==> src/rtl/upsample_pkg.sv <==
// Shared CNN datapath definitions: map sizes, pixel width and layer FSM state types.
// Used by the upsample block; UPSAMPLE_ZERO_FILL_EN is consumed in rtl/upsample.sv.
package upsample_pkg;

   localparam int DATA_WIDTH       = 16;
   localparam int CONV_OFMAP_SIZE  = 5;
   localparam int POOL_OFMAP_SIZE  = (CONV_OFMAP_SIZE + 1) / 2;
   localparam int POOL_PIXEL_COUNT = POOL_OFMAP_SIZE * POOL_OFMAP_SIZE;

   typedef enum logic [1:0] {
      POOL_IDLE       = 2'd0,
      POOL_PROCESSING = 2'd1,
      POOL_DONE       = 2'd2
   } pool_state_t;

   typedef enum logic [1:0] {
      UP_IDLE       = 2'd0,
      UP_PROCESSING = 2'd1,
      UP_DRAIN      = 2'd2,
      UP_DONE       = 2'd3
   } up_state_t;

   // A 1x1 map still needs a 1-bit index so the counters never collapse to zero width.
   function automatic int idx_width(input int n);
      return (n > 1) ? $clog2(n) : 1;
   endfunction

endpackage

==> src/rtl/upsample_addr_gen.sv <==
// Row-major scan of the pooled input map: row/col counters with wrap and a pixel count
// whose terminal value flags that every input pixel has been issued.
module upsample_addr_gen
   import upsample_pkg::*;
#(
   parameter int SIZE = 2,
   parameter int AW   = idx_width(SIZE),
   parameter int CW   = $clog2(SIZE * SIZE) + 1
) (
   input  logic          clk,
   input  logic          reset,
   input  logic          clear_i,
   input  logic          step_i,
   output logic [AW-1:0] row_o,
   output logic [AW-1:0] col_o,
   output logic          last_o
);

   localparam logic [CW-1:0] CNT_LAST = CW'(SIZE * SIZE);
   localparam logic [AW-1:0] IDX_LAST = AW'(SIZE - 1);

   logic [AW-1:0] row_q, row_d;
   logic [AW-1:0] col_q, col_d;
   logic [CW-1:0] cnt_q, cnt_d;

   always_comb begin
      row_d = row_q;
      col_d = col_q;
      cnt_d = cnt_q;
      if (clear_i) begin
         row_d = '0;
         col_d = '0;
         cnt_d = '0;
      end else if (step_i && (cnt_q < CNT_LAST)) begin
         cnt_d = cnt_q + 1'b1;
         if (col_q == IDX_LAST) begin
            col_d = '0;
            row_d = (row_q == IDX_LAST) ? '0 : row_q + 1'b1;
         end else begin
            col_d = col_q + 1'b1;
         end
      end
   end

   always_ff @(posedge clk or posedge reset) begin
      if (reset) begin
         row_q <= '0;
         col_q <= '0;
         cnt_q <= '0;
      end else begin
         row_q <= row_d;
         col_q <= col_d;
         cnt_q <= cnt_d;
      end
   end

   assign row_o  = row_q;
   assign col_o  = col_q;
   assign last_o = (cnt_q == CNT_LAST);

endmodule

==> src/rtl/upsample.sv <==
// Nearest-neighbour 2x upsampler: each pooled pixel is written into its 2x2 output window.
// Define UPSAMPLE_ZERO_FILL_EN for max-unpool style (pixel only at the window's top-left).
//
// state         | meaning
// UP_IDLE       | counters cleared, waiting for en
// UP_PROCESSING | scanning input pixels through the two-stage pipeline
// UP_DRAIN      | one cycle after the last write
// UP_DONE       | up_done high, held until en drops
module upsample
#(
   parameter int DATA_WIDTH      = upsample_pkg::DATA_WIDTH,
   parameter int CONV_OFMAP_SIZE = upsample_pkg::CONV_OFMAP_SIZE,
   parameter int POOL_OFMAP_SIZE = (CONV_OFMAP_SIZE + 1) / 2
) (
   input  logic                                                        clk,
   input  logic                                                        reset,
   input  logic                                                        en,
   input  logic [POOL_OFMAP_SIZE-1:0][POOL_OFMAP_SIZE-1:0][DATA_WIDTH-1:0] up_ifmap,
   output logic [CONV_OFMAP_SIZE-1:0][CONV_OFMAP_SIZE-1:0][DATA_WIDTH-1:0] up_ofmap,
   output logic                                                        up_done
);
   import upsample_pkg::*;

   localparam int AW = idx_width(POOL_OFMAP_SIZE);
   localparam int CW = $clog2(POOL_OFMAP_SIZE * POOL_OFMAP_SIZE) + 1;

   up_state_t state_q, state_d;

   logic [AW-1:0]         scan_row, scan_col;
   logic                  scan_last;
   logic                  capture;
   logic [DATA_WIDTH-1:0] pix_q;
   logic [AW-1:0]         pipe_row_q, pipe_col_q;
   logic                  pipe_valid_q;
   logic                  done_q;
   int                    r_base, c_base;

   upsample_addr_gen #(
      .SIZE (POOL_OFMAP_SIZE),
      .AW   (AW),
      .CW   (CW)
   ) u_addr_gen (
      .clk     (clk),
      .reset   (reset),
      .clear_i (state_q != UP_PROCESSING),
      .step_i  (state_q == UP_PROCESSING),
      .row_o   (scan_row),
      .col_o   (scan_col),
      .last_o  (scan_last)
   );

   always_comb begin
      state_d = state_q;
      case (state_q)
         UP_IDLE:       if (en) state_d = UP_PROCESSING;
         UP_PROCESSING: begin
            if (scan_last)  state_d = UP_DRAIN;
            else if (!en)   state_d = UP_IDLE;
         end
         UP_DRAIN:      state_d = UP_DONE;
         UP_DONE:       if (!en) state_d = UP_IDLE;
         default:       state_d = UP_IDLE;
      endcase
   end

   // An aborting cycle (en low) must not capture, so the valid bit clears on the way out.
   assign capture = (state_q == UP_PROCESSING) && !scan_last && en;

   always_ff @(posedge clk or posedge reset) begin
      if (reset) begin
         state_q      <= UP_IDLE;
         pix_q        <= '0;
         pipe_row_q   <= '0;
         pipe_col_q   <= '0;
         pipe_valid_q <= 1'b0;
         done_q       <= 1'b0;
      end else begin
         state_q      <= state_d;
         pipe_valid_q <= capture;
         done_q       <= (state_d == UP_DONE);
         if (capture) begin
            pix_q      <= up_ifmap[scan_row][scan_col];
            pipe_row_q <= scan_row;
            pipe_col_q <= scan_col;
         end
      end
   end

   always_comb begin
      r_base = 2 * int'(pipe_row_q);
      c_base = 2 * int'(pipe_col_q);
   end

   // Window positions beyond the output edge have no element here, so odd sizes clip naturally.
   for (genvar gr = 0; gr < CONV_OFMAP_SIZE; gr++) begin : g_row
      for (genvar gc = 0; gc < CONV_OFMAP_SIZE; gc++) begin : g_col
         logic [DATA_WIDTH-1:0] px_q;
         logic                  hit;

         assign hit = pipe_valid_q
                    && ((gr == r_base) || (gr == r_base + 1))
                    && ((gc == c_base) || (gc == c_base + 1));

`ifdef UPSAMPLE_ZERO_FILL_EN
         logic anchor;
         assign anchor = (gr == r_base) && (gc == c_base);
`endif

         always_ff @(posedge clk or posedge reset) begin
            if (reset) begin
               px_q <= '0;
            end else if (hit) begin
`ifdef UPSAMPLE_ZERO_FILL_EN
               px_q <= anchor ? pix_q : '0;
`else
               px_q <= pix_q;
`endif
            end
         end

         assign up_ofmap[gr][gc] = px_q;
      end
   end

   assign up_done = done_q;

endmodule

==> config.mk <==
export PLATFORM = sky130hd
export DESIGN_NAME = upsample
export DESIGN_NICKNAME = d
export VERILOG_FILES = /design/src/rtl/upsample_pkg.sv /design/src/rtl/upsample_addr_gen.sv /design/src/rtl/upsample.sv
export SDC_FILE = /design/constraint.sdc
export NUM_CORES = 1
export LEC_CHECK = 0
export BUFFER_PORTS_ARGS = -buffer_cell sky130_fd_sc_hd__buf_4
export CORE_AREA = 2 2 214 216
export DETAILED_ROUTE_END_ITERATION = 12
export DIE_AREA = 0 0 216 218
export PLACE_DENSITY = 0.47
export SYNTH_ARGS = -nofsm -noshare
export SYNTH_HDL_FRONTEND = slang
export SYNTH_SLANG_ARGS = --single-unit
==> constraint.sdc <==
create_clock -name clk -period 8.2 [get_ports clk]
set_input_delay 0.41 -clock clk [delete_from_list [all_inputs] [get_ports clk]]
set_output_delay 0.41 -clock clk [all_outputs]
set_load 0.1 [all_outputs]
==> metrics.cfg <==
[routing]
via_per_inst = 4.08
drt_pre_antenna_iters = 4
wl_um = 32600
first_iter_violations = 271
ant_nets = 0
routed-via-count = 7115
wl_per_cell_um = 18.7
drc = 0

[timing]
holdWs_ns = 0.0909
finalCritPeriodShare_pct = 32.8
finalSetupTns_ns = 0
worst_pin_slew_ns = 1.34
finalCriticalPeriod_ns = 2.69
slew_viol_final = 0
fin_skew_ns = 0.0124
setup_viol = 0
hold_viol = 0
timing.fmax_ghz = 0.372
rsz0062_at_grt = false
slew_headroom_pct = 10.2

[yosys]
yosysTopAreaCell = dfrtp_1
ys_ff_latch = 177
avgSynthCellArea_um2 = 11.5
synth.area.top_cells = dfrtp_1, mux2_2, buf_4, mux2_4, nand2b_1
ys_warn_count = 0
netlist_area_mm2 = 0.0101
syn_nets = 1023
synth.distinct_cells = 42
synth-seq-area-share_pct = 43.9
synth_top_area_share_pct = 43.9
synth_cells = 874

[critical_path]
worst-r2r-setup-slack_ns = 5.51
ff2ff_path_depth = 5
start_kind = flip-flop
r2r-end = pix_q[11]
r2r_start = u_addr_gen.row_o[1]
cp-end-kind = flip-flop
critPathSlowestCell = nor2b_2
crit_type = reg2reg
worstPathRequired_ns = 8.57
arrival_ns = 3.06
crit_fanout = 69
startpoint = u_addr_gen.row_o[1]
cp_slowest_stage_delay_ns = 1.11
crit_chain = buf_4, nor2b_2, a221oi_1, a211o_1, a31oi_1

[floorplan]
io_pins = 548
num_rows = 78
fp.dieArea_mm2 = 0.0471
start_util_pct = 22.5
coreArea_mm2 = 0.0449
chipWidth_um = 216
die_y_um = 218

[final_layout]
drive_above_1_share_pct = 69.1
stdcell_count = 1745
final_area_mm2 = 0.0134
num-nets-final = 1280
nFillCells = 4748
syn2layout_area_growth_pct = 33.2

[global_routing]
gr-total-overflow = 0
grt_first_pass_wirelength_um = 47000
antenna_found_initial = 0
grt_pass1_vias = 7072
top_usage_layer = met2
grt_usage_pct = 13.4
grtUsageMet3_pct = 3.22
grt_max_degree = 120
grt_util_met1_pct = 16.6
grt_use_met2_pct = 23.4

[min_path]
hold_path.class = in2async

[clock_network]
ctsHoldBuffers = 0
clockBufferDepth = 2
cts_resized = 0
cts_tree = yes
cts.repair_timing.setup_buffer_count = 0
htree_levels = 4
clock-root-buffer = clkbuf_16
numCtsBuffers = 17
clock_latency_ns = 0.45
cts.sinks = 177
path_clk_slew_ns = 0.07

[placement]
place_area_mm2 = 0.0128
dp.cells = 1712
finalWeightedCongestion = 0.815
dp.final_hpwl_um = 24800
port_buffers = 547

[status]
outcome = complete, no violations

[run]
drv_cap = 0

-- cells by family after synthesis --
group	after synthesis	share of synthesized area, %
mux	200	22.6
fa+ha+maj	2	0.248
xor+xnor	2	0.174
flops	177	43.9
compound gates	102	7.00
simple gates	70	4.04
buf+inv	321	22.0
-- Yosys cell counts (all sizes together) --
master / instances
dfrtp: 177
o21a: 2
o31ai: 1
mux2: 195
a221o: 1
or3: 1
a21oi: 16
a221oi: 15
and4b: 1
nor3b: 2
nor2: 32
o21ai: 16
nand2: 1
nand4bb: 1
a211o: 15
nand2b: 23
a41oi: 1
a31oi: 17
a22oi: 16
xor2: 1
buf: 300
clkbuf: 16
inv: 5
a211oi: 1
nor2b: 2
nand3b: 3
or2: 1
xnor2: 1
nand3: 1
ha: 2
o21bai: 1
and2: 2
mux2i: 5
-- worst max-delay path by stage --
stage                                end  slack, ns  cells past startpoint
2_1_floorplan  g_row[0].g_col[0].px_q[0]       2.99                      1
3_3_place_gp                    pix_q[3]       5.63                      5
3_5_place_dp                    pix_q[0]       5.50                      5
4_1_cts                         pix_q[1]       5.47                      5
5_1_grt                        pix_q[12]       5.26                      5
6_report                       pix_q[11]       5.51                      5
-- stage by stage --
stage | worst slack, ns | util [%]
after global placement | 5.63 | 28.5
final | 5.51 | 29.9
after global routing | 5.26 | 29.9
after detailed placement | 5.50 | 28.5
after CTS | 5.47 | 29.9
after floorplan | 2.99 | -
-- layer usage --
metal | routed length, µm | up-vias
met5 | 0 | -
met4 | 393 | 0
met3 | 2050 | 21
met2 | 16500 | 339
met1 | 13600 | 3482
li1 | - | 3273
-- final cells by class --
class                      instances  area [µm²]  area share [%]
sequential                       177        4430            33.0
timing repair buffer             554        4160            31.0
multi-input combinational        376        3440            25.6
tap                              600         751            5.59
clock buffer                      21         450            3.35
clock inverter                    11         175            1.30
inverter                           5        26.3           0.196
antenna                            1        2.50          0.0186
-- critical path: cells and delay by family, from the launching register on --
| kind | cells | cell delay, ns |
|---|---|---|
| AOI/OAI and AO/OA | 3 | 0.75 |
| buffers and inverters | 1 | 0.34 |
| DFF | 1 | 0.39 |
| and+or+nand+nor | 1 | 1.11 |
-- flip-flops by register name, indices dropped and copies added (netlist names) --
signal and cells:
pipe_valid_q 1, g_row.g_col.px_q 144, u_addr_gen.col_o 2, u_addr_gen.row_o 2, pix_q 16, up_done 1, state_q 2, pipe_col_q 2
pipe_row_q 2, u_addr_gen.cnt_q 5
-- cell usage in the layout, fill, tap and decap left out, types with 5 or more instances in the layout --
master	Yosys	routed
buf_4	261	554
mux2_2	185	185
dfrtp_1	177	176
nor2_1	28	28
nand2b_1	23	23
a31oi_1	17	17
clkbuf_16	0	17
a22oi_1	16	16
a21oi_1	16	16
a221oi_1	15	15
a211o_1	15	15
o21ai_0	15	15
mux2_4	10	10
mux2i_1	5	5
Power is not shown: default switching activity piles up to over one toggle a cycle in this logic, so the estimate is an artifact.
